==> src/rtl/alu_nibble_seq.sv <==
// alu_nibble_seq: runs a W-bit ADD/SUB/AND/OR through an external 4-bit
// combinational slice, one nibble per clock, least-significant nibble first.
// Optional build macro: ALU_SEQ_FLAGS_EN enables the rsp_zero / rsp_ovf flag
// logic; without it both flag ports are tied to 0.
module alu_nibble_seq #(
   parameter int unsigned NIBBLES = 4
) (
   input  logic                   clk,
   input  logic                   rst,
   input  logic                   req_valid,
   output logic                   req_ready,
   input  logic [1:0]             req_op,
   input  logic [4*NIBBLES-1:0]   req_a,
   input  logic [4*NIBBLES-1:0]   req_b,
   output logic [3:0]             alu_a,
   output logic [3:0]             alu_b,
   output logic [1:0]             alu_op,
   output logic                   alu_cin,
   input  logic [3:0]             alu_f,
   input  logic                   alu_cout,
   output logic                   rsp_valid,
   input  logic                   rsp_ready,
   output logic [4*NIBBLES-1:0]   rsp_f,
   output logic                   rsp_cout,
   output logic                   rsp_zero,
   output logic                   rsp_ovf
);

   localparam int unsigned W  = 4 * NIBBLES;
   localparam int unsigned KW = (NIBBLES > 1) ? $clog2(NIBBLES) : 1;

   localparam logic [1:0] OP_ADD = 2'b00;
   localparam logic [1:0] OP_SUB = 2'b01;

   typedef enum logic [1:0] {
      S_IDLE = 2'b00,
      S_RUN  = 2'b01,
      S_DONE = 2'b10
   } state_t;

   state_t          r_state;
   logic [KW-1:0]   r_k;
   logic [1:0]      r_op;
   logic [W-1:0]    r_a;
   logic [W-1:0]    r_b;       // effective B: already inverted for SUB
   logic [W-1:0]    r_f;
   logic            r_cout;
   logic            r_req_ready;
   logic            r_rsp_valid;
   logic [3:0]      r_alu_a;
   logic [3:0]      r_alu_b;
   logic [1:0]      r_alu_op;
   logic            r_alu_cin;  // also holds the carry captured from the previous nibble

   logic            w_last;
   logic            w_arith;
   logic            w_hs;
   logic [W-1:0]    w_f_next;
   logic [3:0]      w_a_nxt;
   logic [3:0]      w_b_nxt;

   assign w_last  = (r_state == S_RUN) && (r_k == KW'(NIBBLES - 1));
   assign w_arith = (r_op == OP_ADD) || (r_op == OP_SUB);
   assign w_hs    = (r_state == S_IDLE) && req_valid && r_req_ready;

   // Result with the current slice nibble merged in at position k
   always_comb begin
      w_f_next = r_f;
      for (int i = 0; i < int'(NIBBLES); i++) begin
         if (r_k == KW'(i)) w_f_next[i*4 +: 4] = alu_f;
      end
   end

   // Operand nibbles for the slice step that follows the current one
   always_comb begin
      w_a_nxt = 4'h0;
      w_b_nxt = 4'h0;
      for (int i = 1; i < int'(NIBBLES); i++) begin
         if (r_k == KW'(i - 1)) begin
            w_a_nxt = r_a[i*4 +: 4];
            w_b_nxt = r_b[i*4 +: 4];
         end
      end
   end

   // Sequencer: handshake, per-nibble slice drive/capture, response hold
   always_ff @(posedge clk) begin
      if (rst) begin
         r_state     <= S_IDLE;
         r_k         <= '0;
         r_op        <= OP_ADD;
         r_a         <= '0;
         r_b         <= '0;
         r_f         <= '0;
         r_cout      <= 1'b0;
         r_req_ready <= 1'b0;
         r_rsp_valid <= 1'b0;
         r_alu_a     <= 4'h0;
         r_alu_b     <= 4'h0;
         r_alu_op    <= OP_ADD;
         r_alu_cin   <= 1'b0;
      end else begin
         case (r_state)
            S_IDLE: begin
               r_req_ready <= 1'b1;
               if (w_hs) begin
                  r_req_ready <= 1'b0;
                  r_state     <= S_RUN;
                  r_k         <= '0;
                  r_op        <= req_op;
                  r_a         <= req_a;
                  r_b         <= (req_op == OP_SUB) ? ~req_b : req_b;
                  r_alu_a     <= req_a[3:0];
                  r_alu_b     <= (req_op == OP_SUB) ? ~req_b[3:0] : req_b[3:0];
                  r_alu_op    <= (req_op == OP_SUB) ? OP_ADD : req_op;
                  r_alu_cin   <= (req_op == OP_SUB);
               end
            end
            S_RUN: begin
               r_f <= w_f_next;
               if (w_last) begin
                  r_k         <= '0;
                  r_state     <= S_DONE;
                  r_rsp_valid <= 1'b1;
                  r_cout      <= w_arith & alu_cout;
                  r_alu_a     <= 4'h0;
                  r_alu_b     <= 4'h0;
                  r_alu_op    <= OP_ADD;
                  r_alu_cin   <= 1'b0;
               end else begin
                  r_k       <= r_k + KW'(1);
                  r_alu_a   <= w_a_nxt;
                  r_alu_b   <= w_b_nxt;
                  r_alu_cin <= alu_cout;
               end
            end
            S_DONE: begin
               if (rsp_ready) begin
                  r_rsp_valid <= 1'b0;
                  r_req_ready <= 1'b1;
                  r_state     <= S_IDLE;
               end
            end
            default: begin
               r_state     <= S_IDLE;
               r_rsp_valid <= 1'b0;
               r_req_ready <= 1'b0;
            end
         endcase
      end
   end

`ifdef ALU_SEQ_FLAGS_EN
   logic r_zero;
   logic r_ovf;

   // Zero and signed-overflow flags, captured as the last nibble completes
   always_ff @(posedge clk) begin
      if (rst) begin
         r_zero <= 1'b0;
         r_ovf  <= 1'b0;
      end else if (w_last) begin
         r_zero <= (w_f_next == '0);
         r_ovf  <= w_arith & (r_a[W-1] ^ r_b[W-1] ^ alu_f[3] ^ alu_cout);
      end
   end

   assign rsp_zero = r_zero;
   assign rsp_ovf  = r_ovf;
`else
   assign rsp_zero = 1'b0;
   assign rsp_ovf  = 1'b0;
`endif

   assign req_ready = r_req_ready;
   assign rsp_valid = r_rsp_valid;
   assign rsp_f     = r_f;
   assign rsp_cout  = r_cout;
   assign alu_a     = r_alu_a;
   assign alu_b     = r_alu_b;
   assign alu_op    = r_alu_op;
   assign alu_cin   = r_alu_cin;

endmodule

==> config.mk <==
export PLATFORM = sky130hd
export DESIGN_NAME = alu_nibble_seq
export DESIGN_NICKNAME = d
export VERILOG_FILES = /design/src/rtl/alu_nibble_seq.sv
export SDC_FILE = /design/constraint.sdc
export NUM_CORES = 1
export LEC_CHECK = 0
export CAP_MARGIN = 20
export CORE_MARGIN = 2
export CORE_UTILIZATION = 49
export CTS_BUF_LIST = sky130_fd_sc_hd__clkbuf_4 sky130_fd_sc_hd__clkbuf_8
export DETAILED_ROUTE_END_ITERATION = 10
export GPL_ROUTABILITY_DRIVEN = 0
export MAX_ROUTING_LAYER = met4
export PLACE_DENSITY = 0.85
export SYNTH_ARGS = -nofsm -noshare
export SYNTH_HDL_FRONTEND = slang
export SYNTH_SLANG_ARGS = --single-unit
export TNS_END_PERCENT = 30
==> constraint.sdc <==
create_clock -name clk -period 2.4 [get_ports clk]
set_input_delay 0.6 -clock clk [delete_from_list [all_inputs] [get_ports clk]]
set_output_delay 0.6 -clock clk [all_outputs]
set_load 0.02 [all_outputs]
### Yosys cells after proc, flatten, opt, wreduce, memory -nomap -nowiden

Cells that the tools add are included.

* register bits: 68
* bits of input ports: 43
* output and inout bits: 32
* logic and storage cells: 85

* $add $sub $neg: 1
* reduce and logical (&&, ||, !) cells: 19
* bitwise gates (word level): 5
* mux-type cells: 34
* equal/unequal tests: 10

Operator list (count)
* 4-bit 2-to-1 mux: 11
* 16-bit 2-to-1 mux: 1
* 2-bit 2-to-1 mux: 8
* 16-bit NOT: 1
* 4-bit case mux with 2 select lines: 2
* 2-bit AND reduction: 8
* 3-bit AND reduction: 3
* 2-bit by 1-bit == test with 1-bit output, second input constant: 4
* 2-bit case mux with 2 select lines: 2
* 2-bit == test, second input constant: 3
* 2-bit logical NOT: 3
* 1-bit 2-to-1 mux: 6
* 2-bit inequality test, second input constant: 3
* 1-bit case mux with 3 select lines: 2
* 2-bit case mux with 3 select lines: 1
* 4-bit NOT: 1
* 1-bit logical AND: 3
* 2-bit by 1-bit adder with 2-bit output, second input constant: 1
* 1-bit NOT: 2
* 1-bit case mux with 2 select lines: 1
* 2-bit nonzero test: 1
* 1-bit bitwise AND: 1
* 1-bit logical OR: 1

### Longest topological paths before layout

* depth in word-level cells: 6
* depth in mapped cells: 7
* gate-level depth less buffers: 6

### Worst setup path after synthesis

Ideal clock, no wire load.

* path type: flip-flop to flip-flop
* from: register r_k[0]
* to: register r_alu_a[0] (netlist: alu_a[0])
* stages on the path, launching flop included: 8
* setup time: 0.132 ns
* period minus slack after synthesis: 1.664 ns
* slack: 0.736 ns
* data required time: 2.268 ns
* buffers on the path: 1
* arrival time: 1.533 ns
* cells stage by stage: dfxtp_1 inv_1 ha_1 nor2b_1 buf_6 a221o_1 a311oi_1 nor3_1

* word-level cells in the longest chain between the ends: 6

Ends and longest elaborated chain
* start: declaration: line 42 `logic [KW-1:0] r_k;`
* start signal: assignment: line 131 `r_k <= r_k + KW'(1);`
* 2-bit logical NOT: line 79 `if (r_k == KW'(i - 1)) begin`
* 4-bit 2-to-1 mux (3 in series): line 79
* 4-bit 2-to-1 mux *: line 121 `if (w_last) begin`
* 4-bit case mux with 2 select lines *: line 103 `case (r_state)`
* end signal: assignment: line 113 `r_alu_a <= req_a[3:0];`
* end signal: assignment: line 132 `r_alu_a <= w_a_nxt;`
* end: declaration: line 50 `logic [3:0] r_alu_a;`

Every way passes the cells marked *; elsewhere a longest branch is shown, timed or not.
A chain may end at the register's enable or synchronous reset.

### Final worst setup path

* from: register r_k[0]
* to: register r_alu_b[0] (netlist: alu_b[0])

* word-level cells in the longest chain between the ends: 6

Ends and longest elaborated chain
* 2-bit logical NOT: line 79
* 4-bit 2-to-1 mux (3 in series): line 79
* 4-bit 2-to-1 mux *: line 121
* 4-bit case mux with 2 select lines *: line 103
* end signal: assignment: line 114 `r_alu_b <= (req_op == OP_SUB) ? ~req_b[3:0] : req_b[3:0];`
* end signal: assignment: line 133 `r_alu_b <= w_b_nxt;`
* end: declaration: line 51 `logic [3:0] r_alu_b;`

Marks and branches as above.

==> impl_results.md <==
* Result of the run: completed
* Largest vdd supply drop at 0.000351 V
* Synth area leaders: dfxtp_1 (45%), a21oi_1 (7.2%), nand2_1 (7.0%), a211oi_1 (4.8%), xnor2_1 (4.0%)
* Estimated wirelength of the detail-placed design at approximately 4300 microns
* Post-synth top area cell: dfxtp_1
* Most repeated cell in the gate-level netlist after synthesis: dfxtp_1
* Maximum frequency from static timing analysis at 0.489 GHz
* Post-synthesis instance total at between 300 and 400
* Clk root buf: clkbuf_8
* Number of cells upsized or downsized after cts at 0
* Start point of the critical path: r_k[0]
* Post-synthesis instance area at approximately 0.0026 sq mm
* DR pass1 iterations at 4
* CTS H-tree lvls at 3
* List of most frequent post-synthesis cells: dfxtp_1 (59), nand2_1 (49), a21oi_1 (38)
* Share of synthesized flip-flops with an asynchronous set or reset at 0%
* EDFF count, synth at 0
* Hold buffers post-CTS at 0
* Cts bufs inserted at 9
* Average footprint of a synthesized cell at between 8 and 9 sq um
* Slowest cell on crit path: nor2b_1
* Post-CTS clock slew at the launch and capture registers of the worst setup and hold paths at approximately 70 ps
* Placeable Area at between 0.005 and 0.006 sq mm
* Count of warnings emitted by yosys at 0
* Clock insertion delay at the later pin of the skew report at about 340 ps
* Total leakage power at 1.21 nW
* Post-synth top area share at about 45%
* First-pass GRT wire length at 11000 microns
* Full die area at roughly 0.006 sq mm
* Maximum clock skew at final layout at ~6.4 ps
* Vias/cell at approximately 5.4
* Starting utilization of the core area at 51.2%
* Max-slew headroom at between 50% and 60%
* Width of the die at 77.3 microns
* Portion of the clock cycle consumed by the worst path in the final layout at 85.1%
* TritonCTS clock tree: built
* I/O pin count at 75
* Global-route usage over all layers at approximately a quarter
* P&R area growth vs syn at 35.0%
* Final min period at around 2000 ps
* Antenna violations before repair at 0
* Top flip-flop cell by instance count after synthesis: dfxtp_1
* Number of buffers inserted to repair setup after CTS at 0
* Sum of negative setup slack at 0 ps
* Detailed-route wire length at between 6000 and 7000 microns
* Final hold violation count at 0
* Fraction of layout cells with a size suffix above 1 at between 8 and 9%
* Setup repair after global routing missed its margin: false
* Die height at between 70 and 80 microns
* GRT overflow at 0
* Via count of the first global-routing pass at about 2300
* Yosys reg bits at slightly below 60
* Final core utilization at slightly below 70%
* Synth cell types at 33
* Largest stage delay, worst path at a little over 600 ps
* Type of the worst min-delay path: reg -> reg
* Number of rows in the core area at 26
* Worst endpoint data arrival time at roughly 2300 ps
* Path type of the worst setup path: reg -> reg
* Critical Path RT at between 2000 and 3000 ps
* Startpoint types: flip-flop
* Worst Setup End Kind: flip-flop
* Chain of cells forming the critical path: inv_1, ha_1, nor2b_1, a221o_1, a32oi_1, a211oi_1
* Final routed wire length divided by cell count at about 14 microns
* Power per standard cell area at about 690 mW/mm^2
* Area of the multi-input gates at around 0.0013 sq mm
* Final-layout fill cell count at 430
* CP max FO at 8
* Hold path startpoint: r_op[1]
* Count of antenna-violating nets left after detailed routing at 0
* Initial DRC Count at 211
* Sequential cell area in the final layout at roughly 0.0012 sq mm
* Clk sinks at between 50 and 60
* Max-cap check violation count at 0
* Count of vias placed by the detailed router at between 2000 and 2500
* Reg-to-reg startpoint: r_k[0]
* # diodes at 0
* Number of buffers added on ports at 72
* Max Root-Sink Buffers at 2
* Sequential element share of the synthesized area at between 40% and 50%
* Tightest Pin Transition at 741 ps
* DRC errors left at 0
* Nets at 416
* Slew Viols, Final at 0
* Final setup violation count at 0
* Maximum number of pins on one net before global-route repair at 40
[area by class of cell]
| cell class | instances | area share [%] |
|---|---|---|
| clock buffer | 12 | 4.65 |
| tap | 70 | 2.46 |
| inverter | 2 | 0.211 |
| clock inverter | 4 | 1.34 |
| sequential | 59 | 33.2 |
| multi-input combinational | 220 | 36.2 |
| timing repair buffer | 77 | 21.9 |
[placed cells by master (no fill, tap or decap), drive strengths merged]
cell type      Yosys  routed
clkbuf            10      12
nand4b             1       1
or3                1       1
nor2              29      29
clkinvlp           0       1
nor2b              3       3
nor3b              1       1
nand3             20      20
xnor2             12      12
clkinv             0       2
clkdlybuf4s50      0      71
nand2b             9       9
dfxtp             59      59
bufinv             0       1
a2111oi            1       1
xor2               4       4
a221o              8       8
conb               1       2
nand2             50      50
a211oi            18      18
nor3               5       5
inv                2       2
buf               18       6
a32oi              4       4
o21bai             1       1
a21oi             38      38
o21ba              4       4
a311oi             4       4
and2b              1       1
ha                 4       4
[path summary, 6_finish.rpt]
check / slack [ps] / depth (start not counted) / to
worst max-delay path: 360 / 6 / alu_b[0]
worst min-delay path: 450 / 2 / r_op[1]
worst max register to register: 360 / 6 / alu_b[0]
worst min register to register: 450 / 2 / r_op[1]
[report_power, final]
group / internal (mW) / leakage (nW) / switching, mW
clock network: 0.560 / 0.108 / 0.387
registers: 1.04 / 0.481 / 0.0350
logic: 0.209 / 0.619 / 0.220
total: 1.81 / 1.21 / 0.642
[kinds of logic (layout without fill, tap and decap cells)]
| family | count (synthesis) | count (layout) | share of synthesized area, % |
|---|---|---|---|
| compound gates | 78 | 78 | 20.4 |
| xor+xnor | 16 | 16 | 5.32 |
| fa+ha+maj | 4 | 4 | 1.90 |
| buf+inv | 30 | 95 | 6.51 |
| flops | 59 | 59 | 44.8 |
| other cells | 1 | 2 | 0.142 |
| simple gates | 120 | 120 | 20.9 |
[registers in the layout, summed over array words and instances (netlist names), 2 cells and up]
signal   count
alu_a        4
alu_b        4
alu_op       2
r_a         12
r_b         12
r_k          2
r_state      2
rsp_f       16
[worst max-delay path, delay by kind of cell (launching register included)]
family	cells	cell delay, ps
buffers and inverters	1	110
AOI/OAI and AO/OA	3	640
adders and majority gates	1	260
and+or+nand+nor	1	610
DFF	1	350
[stage by stage]
stage | power [mW] | setup WS [ps] | hold WS (ps) | cell area [sq um] | cells
after floorplan | 1.35 | 736 | 431 | 2640 | 309
after global placement | 1.50 | 234 | 437 | 3340 | 428
after detailed placement | 1.52 | 218 | 443 | 3340 | 428
after CTS | 2.46 | 385 | 452 | 3550 | 444
after global routing | 2.56 | 192 | 476 | 3550 | 444
final | 2.45 | 356 | 452 | 3550 | 444
[per-layer routing]
metal	routed length (microns)	vias up	track usage, %
li1	-	1193	-
met1	2850	1095	30.3
met2	3090	80	37.0
met3	361	10	6.00
met4	121	0	12.0
met5	0	-	-
Note: power is estimated with default switching activity, not from simulation.
